$ cat src/rtl/tdm_demux_1to4_pkg.sv
// -----------------------------------------------------------------------------
// tdm_demux_1to4_pkg
// Shared constants for the 4-slot TDM receive demultiplexer.
//   - slot_t / SLOT_A..SLOT_D : slot index of a bit within a frame
//   - ST_HUNT / ST_LOCKED     : frame-alignment state encoding
//   - DEF_WORD_W / DEF_MISS_MAX : default parameter values
// -----------------------------------------------------------------------------
package tdm_demux_1to4_pkg;

    localparam int DEF_WORD_W   = 8;
    localparam int DEF_MISS_MAX = 2;
    localparam int NUM_CH       = 4;

    typedef logic [1:0] slot_t;

    localparam slot_t SLOT_A = 2'd0;
    localparam slot_t SLOT_B = 2'd1;
    localparam slot_t SLOT_C = 2'd2;
    localparam slot_t SLOT_D = 2'd3;

    localparam logic [0:0] ST_HUNT   = 1'b0;
    localparam logic [0:0] ST_LOCKED = 1'b1;

endpackage

$ cat src/rtl/tdm_word_shift.sv
// -----------------------------------------------------------------------------
// tdm_word_shift
// One channel's word assembler: MSB-first shift register plus a parallel
// output register with a one-cycle valid strobe.
// Ports:
//   i_clk, i_rst : clock, asynchronous active-high reset
//   i_clear      : discard the partial word (takes priority over delivery)
//   i_shift      : shift i_din into the register this cycle
//   i_last       : the bit being shifted is the word's LSB
//   i_din        : serial data bit
//   o_word       : last complete word (held until the next delivery)
//   o_valid      : high for one cycle when o_word has just been updated
// -----------------------------------------------------------------------------
module tdm_word_shift #(
    parameter int WORD_W = 8
) (
    input  logic              i_clk,
    input  logic              i_rst,
    input  logic              i_clear,
    input  logic              i_shift,
    input  logic              i_last,
    input  logic              i_din,
    output logic [WORD_W-1:0] o_word,
    output logic              o_valid
);

    logic [WORD_W-1:0] r_sr;
    logic [WORD_W-1:0] r_word;
    logic              r_valid;

    always_ff @(posedge i_clk or posedge i_rst) begin
        if (i_rst) begin
            r_sr    <= '0;
            r_word  <= '0;
            r_valid <= 1'b0;
        end else begin
            r_valid <= 1'b0;
            if (i_clear) begin
                // A clear with shift restarts the word with this bit as its MSB.
                r_sr <= i_shift ? WORD_W'(i_din) : '0;
            end else if (i_shift) begin
                if (i_last) begin
                    r_word  <= {r_sr[WORD_W-2:0], i_din};
                    r_valid <= 1'b1;
                    r_sr    <= '0;
                end else begin
                    r_sr <= {r_sr[WORD_W-2:0], i_din};
                end
            end
        end
    end

    assign o_word  = r_word;
    assign o_valid = r_valid;

endmodule

$ cat src/rtl/tdm_demux_1to4.sv
// -----------------------------------------------------------------------------
// tdm_demux_1to4
// Receive side of a 4-slot TDM serial link. Aligns to i_fsync, routes each
// slot's bit to its channel and assembles WORD_W-bit words (MSB first, one bit
// per frame). A flywheel tolerates up to MISS_MAX-1 consecutive missing frame
// markers before dropping lock.
// Ports:
//   i_clk, i_rst       : clock, asynchronous active-high reset
//   i_din              : serial TDM data
//   i_fsync            : frame marker, high with the slot-0 bit
//   o_a..o_d           : channel words
//   o_va..o_vd         : one-cycle "word updated" strobes
//   o_s                : slot index of the bit on i_din this cycle
//   o_lock             : frame aligned
//   o_err              : one-cycle strobe on misaligned marker or lock loss
// -----------------------------------------------------------------------------
module tdm_demux_1to4
    import tdm_demux_1to4_pkg::*;
#(
    parameter int WORD_W   = DEF_WORD_W,
    parameter int MISS_MAX = DEF_MISS_MAX
) (
    input  logic              i_clk,
    input  logic              i_rst,
    input  logic              i_din,
    input  logic              i_fsync,
    output logic [WORD_W-1:0] o_a,
    output logic [WORD_W-1:0] o_b,
    output logic [WORD_W-1:0] o_c,
    output logic [WORD_W-1:0] o_d,
    output logic              o_va,
    output logic              o_vb,
    output logic              o_vc,
    output logic              o_vd,
    output logic [1:0]        o_s,
    output logic              o_lock,
    output logic              o_err
);

    localparam int              BW       = $clog2(WORD_W);
    localparam logic [BW-1:0]   LAST_BIT = BW'(WORD_W - 1);

    logic [0:0]    r_state;
    slot_t         r_slot;
    logic [BW-1:0] r_bit;
    logic [2:0]    r_miss;

    logic          w_locked;
    logic          w_capture;
    logic          w_realign;
    logic          w_miss;
    logic [2:0]    w_miss_inc;
    logic          w_drop;
    logic          w_start;
    logic          w_run;
    logic          w_last;

    logic [WORD_W-1:0] w_word [NUM_CH];
    logic [NUM_CH-1:0] w_valid;

    assign w_locked   = (r_state == ST_LOCKED);
    assign w_capture  = !w_locked && i_fsync;
    assign w_realign  = w_locked && i_fsync && (r_slot != SLOT_A);
    assign w_miss     = w_locked && !i_fsync && (r_slot == SLOT_A);
    // r_miss never exceeds MISS_MAX-1 (<= 6), so the 3-bit increment cannot wrap.
    assign w_miss_inc = r_miss + 3'd1;
    assign w_drop     = w_miss && (w_miss_inc == 3'(MISS_MAX));
    // Either marker event makes this bit channel A's MSB of a fresh word.
    assign w_start    = w_capture || w_realign;
    assign w_run      = w_locked && !w_realign && !w_drop;
    assign w_last     = (r_bit == LAST_BIT);

    always_ff @(posedge i_clk or posedge i_rst) begin
        if (i_rst) begin
            r_state <= ST_HUNT;
            r_slot  <= SLOT_A;
            r_bit   <= '0;
            r_miss  <= '0;
        end else if (w_start) begin
            r_state <= ST_LOCKED;
            r_slot  <= SLOT_B;
            r_bit   <= '0;
            r_miss  <= '0;
        end else if (w_drop) begin
            r_state <= ST_HUNT;
            r_slot  <= SLOT_A;
            r_bit   <= '0;
            r_miss  <= '0;
        end else if (w_locked) begin
            r_slot <= r_slot + 2'd1;
            if (r_slot == SLOT_D) begin
                r_bit <= w_last ? '0 : r_bit + 1'b1;
            end
            if (r_slot == SLOT_A) begin
                r_miss <= i_fsync ? 3'd0 : w_miss_inc;
            end
        end
    end

    genvar gi;
    generate
        for (gi = 0; gi < NUM_CH; gi++) begin : g_ch
            localparam slot_t CH = slot_t'(gi);
            logic w_shift;

            assign w_shift = (w_start && (CH == SLOT_A)) || (w_run && (r_slot == CH));

            tdm_word_shift #(
                .WORD_W (WORD_W)
            ) u_shift (
                .i_clk   (i_clk),
                .i_rst   (i_rst),
                .i_clear (w_start || w_drop),
                .i_shift (w_shift),
                .i_last  (w_last),
                .i_din   (i_din),
                .o_word  (w_word[gi]),
                .o_valid (w_valid[gi])
            );
        end
    endgenerate

    assign o_a    = w_word[0];
    assign o_b    = w_word[1];
    assign o_c    = w_word[2];
    assign o_d    = w_word[3];
    assign o_va   = w_valid[0];
    assign o_vb   = w_valid[1];
    assign o_vc   = w_valid[2];
    assign o_vd   = w_valid[3];
    // A marker in hunt or a realign forces slot A; otherwise the counter is the slot.
    assign o_s    = (w_locked && !i_fsync) ? r_slot : SLOT_A;
    assign o_lock = w_locked;
    assign o_err  = w_realign || w_drop;

endmodule

$ cat config.mk
export PLATFORM = sky130hd
export DESIGN_NAME = tdm_demux_1to4
export DESIGN_NICKNAME = d
export VERILOG_FILES = /design/src/rtl/tdm_demux_1to4_pkg.sv /design/src/rtl/tdm_word_shift.sv /design/src/rtl/tdm_demux_1to4.sv
export SDC_FILE = /design/constraint.sdc
export NUM_CORES = 1
export LEC_CHECK = 0
export CAP_MARGIN = 20
export CORE_MARGIN = 2
export CORE_UTILIZATION = 23
export DETAILED_ROUTE_END_ITERATION = 10
export MAX_ROUTING_LAYER = met4
export PLACE_DENSITY = 0.42
export SLEW_MARGIN = 0
export SYNTH_ARGS = -nofsm -noshare
export SYNTH_HDL_FRONTEND = slang
export SYNTH_SLANG_ARGS = --single-unit
$ cat constraint.sdc
create_clock -name i_clk -period 3.1 [get_ports i_clk]
set_clock_uncertainty 0.2 [all_clocks]
set_input_delay 0.775 -clock i_clk [delete_from_list [all_inputs] [get_ports i_clk]]
set_output_delay 0.775 -clock i_clk [all_outputs]
set_load 0.01 [all_outputs]
Word level (Yosys, flattened, before mapping):

Cells that the tools add are included.

* add/subtract/negate cells: 3
* reduce and logical (&&, ||, !) cells: 36
* muxes and demuxes: 41
* bitwise operators: 1
* eq/ne operators: 5

Operators by type and width (count)
* $mux 7: 12
* $mux 3: 10
* $mux 1: 15
* $logic_and 1x1->1: 12
* $reduce_and 3->1: 4
* $reduce_bool 2->1: 6
* $reduce_bool 3->1: 3
* $mux 2: 4
* $add 3x1->3 const B: 2
* $eq 2x2->1 const B: 2
* $logic_not 1->1: 4
* $logic_or 1x1->1: 4
* $reduce_and 2->1: 2
* $eq 3x2->1 const B: 1
* $eq 3x3->1 const B: 1
* $add 2x1->2 const B: 1
* $eq 2x1->1 const B: 1
* $logic_not 2->1: 1
* $not 1->1: 1

* input port bits: 4
* register bits after elaboration: 73
* output and inout bits: 40

Logic depth before layout (Yosys ltp):

* depth after elaboration: 10
* gate-level depth with buffers: 8
* mapped depth without buffers: 6

By module:

A second synthesis with hierarchy kept.

* cell total of the unflattened synthesis: 268
* area, all modules: 3309.4 um^2

By module, submodules not included
* tdm_word_shift: sequential area each 400.4 um^2, cells an instance 50, instances 4, area an instance 666.9 um^2
* tdm_demux_1to4: sequential area each 225.2 um^2, cells an instance 68, instances 1, area an instance 641.9 um^2

Least setup slack after synthesis:

No wires, ideal clock.

* path kind: input port to output port
* start: input i_fsync
* end: output o_err
* path buffers: 1
* setup slack: 551 ps
* data arrival time: 1574 ps
* cell stages on the path: 4
* data required time: 2125 ps
* path through: and3b_1 buf_2 nand2_4 a21boi_0

* word-level cells in the longest chain between the ends: 5
* elaborated cells on any way between the ends: 7
* classes of those cells: reduce/logical (7)

RTL lines
* start, declared: RTL line tdm_demux_1to4.sv:26 `input logic i_fsync,`
* $logic_not 1->1: RTL line tdm_demux_1to4.sv:64 `assign w_miss = w_locked && !i_fsync && (r_slot == SLOT_A);`
* $logic_and 1x1->1 (2 in series): RTL line tdm_demux_1to4.sv:64
* $logic_and 1x1->1: RTL line tdm_demux_1to4.sv:67 `assign w_drop = w_miss && (w_miss_inc == 3'(MISS_MAX));`
* $logic_or 1x1->1 *: RTL line tdm_demux_1to4.sv:134 `assign o_err = w_realign || w_drop;`
* end, declared: RTL line tdm_demux_1to4.sv:37 `output logic o_err`

Every way passes the cells marked *; elsewhere a longest branch is shown, timed or not.

Worst setup path in the final report:

Ends and elaborated chain as after synthesis.

==> metrics.yaml <==
power_and_ir_drop:
  p_per_area_mw_per_mm2: 655.4
  p_seq_frac: 0.388
  combPwrFrac: 0.213
  p_leak_nw: 1.953
  internal_power_mw: 2.028
  p_sw_mw: 0.8014
  clkPwrFrac: 0.399
  switching_share: 0.2833
  peakVddDrop_uv: 258.3
placement:
  place_inst: 489
  place.detailed.hpwl_um: 4594
  gp_congestion: 0.6718
  dpl_worst_slack_ps: -128.3
  numPortBuffers: 43
die:
  die_w_um: 123.0
  ioPinCount: 44
  start_util: 0.2346
  dieArea_mm2: 0.01513
  fp.coreArea_mm2: 0.01388
  die_y_um: 123.0
  row_count: 43
synthesis:
  synth_area_leaders: "dfrtp_1 (56%), mux2_2 (11%), nand3b_1 (4.4%)"
  yosys.area_share.simple: 0.1548
  synth-xor-area-share: 0.01652
  ys.flop_type: "dfrtp_1"
  synthCells: 265
  synth-compound-area-share: 0.09796
  synth_nets: 277
  synth_top_family_by_area: "simple AND/OR/NAND/NOR gates"
  synth_top_cell_area_share: 0.5609
  synth_area_mm2: 0.003257
  ys_types: 42
  synth-seq-area-share: 0.5609
  synthMuxAreaShare: 0.1106
  synthArstFlopShare: 1.000
  yosys_warnings: 0
  synth_seq_cells: 73
  yosys.area.top_type: "dfrtp_1"
  synthAdderAreaFrac: 0.03073
  syn_avg_cell_area_um2: 12.29
  synth_edf_count: 0
clock_network:
  cts_root_buffer: "clkbuf_16"
  cts_max_path_buffers: 2
  cts_tree: "built"
  clock_sinks: 73
  clk_latency_ps: 330
  cts-htree-levels: 3
  cts_setup_buffers: 0
  path_clk_slew_ps: 60
  cts_made_buffers: 9
  cts_hold_buf: 0
grt:
  grt_max_degree: 74
  antenna_found_initial: 0
  grt_pass1_wl_um: 11760
  grt_pass1_vias: 2276
  gr-usage-all-layers: 0.1042
  grt.overflow.total: 0
setup_path:
  crit_arrival_ps: 1940
  end_kind: "output port"
  worstSetupPathType: "primary input to output port"
  required_ps: 2120
  cp_max_fo: 2
  start_kind: "primary input"
cells_and_area:
  stdcell_count: 505
  layout-drive-gt1-share: 0.2431
  nFillCells: 1447
  syn_to_final_growth_pct: 32.54
  antennaDiodeCount: 0
  nets: 332
route:
  drt-pass1-iter-count: 4
  drtIter0Drc: 75
  ant_nets: 0
  drt-total-wl_um: 6778
  vias_per_cell: 4.299
  routedWlPerCell_um: 13.42
  vias: 2171
  drc: 0
sta:
  hold_viol: 0
  relSlewSlack: 0.6732
  rsz0062_at_grt: "no"
  worstMarginPinSlew_ps: 489.3
  final_max_slew_viol_count: 0
  post-route-period-util: 0.9414
  finalSetupViolations: 0
  max_freq_mhz: 342.7
  finalSetupTns_ps: 0
  worst_slack_ps: 181.6
  period_needed_ps: 2918
min_path:
  hp-class: "flip-flop to flip-flop"
status:
  status: "finished clean"
flow_run:
  drv_cap: 0
[area by class of cell]
cell class	instances	area [um^2]	share of cell area
inverters	9	33.78	0.007826
clock inverters	2	60.06	0.01391
multi-input cells	171	1338	0.3099
repair buffers	56	569.3	0.1319
well taps	180	225.2	0.05217
clock buffers	14	264.0	0.06116
flip-flops and latches	73	1827	0.4232
[sequential cells by signal (all words and copies together), names as in the netlist]
signal	cells
o_lock	1
g_ch.u_shift.o_word	32
g_ch.u_shift.r_sr	28
r_slot	2
r_miss	3
r_bit	3
g_ch.u_shift.o_valid	4
[metal layers]
metal / vias to the layer above / routed length, um / GRT usage
met5: - / 0 / -
met4: 0 / 47 / 0.02557
met3: 4 / 296 / 0.04013
met2: 42 / 3248 / 0.1599
met1: 1081 / 3184 / 0.1299
li1: 1044 / - / -
[cell usage in the layout, fill, tap and decap left out, types with 3 or more instances in the layout]
cell             count
clkdlybuf4s50_1     40
buf_12               3
a31o_2               8
nor3b_1              8
nand3b_1            19
nand3_1              3
nor2_1               7
buf_4               10
clkbuf_16            9
ha_1                 8
nand2_1             31
dfrtp_1             73
inv_1                8
clkbuf_1             3
a211o_1              3
mux2_2              31
a21oi_1             21
[cells by family after synthesis]
logic type	Yosys count
fa+ha+maj	8
compound gates	44
xor+xnor	4
mux	32
buf+inv	21
flops	73
simple gates	83
[power groups by stage]
| stage | clock network, mW | logic [mW] | registers, mW |
|---|---|---|---|
| floorplan | 0 | 0.427 | 1.09 |
| global placement | 0 | 0.614 | 1.11 |
| detailed placement | 0 | 0.618 | 1.12 |
| CTS | 1.17 | 0.617 | 1.10 |
| global route | 1.21 | 0.684 | 1.11 |
| finish | 1.13 | 0.601 | 1.10 |
[path summary, 6_finish.rpt]
check	cells after the start	endpoint	start	slack (ps)
hold / removal	1	g_ch[2].u_shift.o_word[6]$_DFFE_PP0P_	g_ch[2].u_shift.o_word[6]$_DFFE_PP0P_	290
max in group asynchronous	3	g_ch[1].u_shift.r_sr[3]$_DFFE_PP0P_	i_rst	1730
min in group asynchronous	3	g_ch[0].u_shift.o_word[6]$_DFFE_PP0P_	i_rst	640
setup reg to reg	7	g_ch[1].u_shift.o_word[7]$_DFFE_PP0P_	r_slot[1]$_DFFE_PP0P_	790
setup / recovery	5	o_err	i_fsync	180
hold reg to reg	1	g_ch[2].u_shift.o_word[6]$_DFFE_PP0P_	g_ch[2].u_shift.o_word[6]$_DFFE_PP0P_	290
[synth_stat cells, types with 2 or more instances]
library cell	number
clkbuf_1	6
inv_1	9
nor2_1	7
o31ai_1	2
a211oi_2	2
ha_1	8
nand3_1	3
nor3b_1	8
nand2_1	31
dfrtp_1	73
a31o_2	8
a21oi_1	21
a211o_1	3
nand3b_1	19
nand2b_1	2
buf_2	5
xor2_1	2
nand3_4	2
mux2_2	31
[metrics by stage]
| stage | hold WS, ps | util | power, mW | cell area [um^2] |
|---|---|---|---|---|
| 6_report | 285.5 | 0.3110 | 2.829 | 4317 |
| 4_1_cts | 295.7 | 0.3106 | 2.885 | 4312 |
| 2_1_floorplan | 264.1 | - | 1.516 | 3257 |
| 3_5_place_dp | 282.9 | 0.2874 | 1.735 | 3989 |
| 5_1_grt | 322.1 | 0.3110 | 3.011 | 4317 |
| 3_3_place_gp | 276.8 | 0.2874 | 1.728 | 3989 |
[critical path, cell delays in order]
cell and delay (ps):
clkdlybuf4s50_1 410, and3b_1 280, nand2_4 60, a21boi_0 130, dlygate4sd2_1 280
[repair_timing]
item / 4_1_cts / 5_1_grt
pin swaps: 0 / 0
resized for setup: 1 / 2
endpoints found under the setup margin: 1 / 2
No activity file was read; power rests on OpenSTA's default activity.
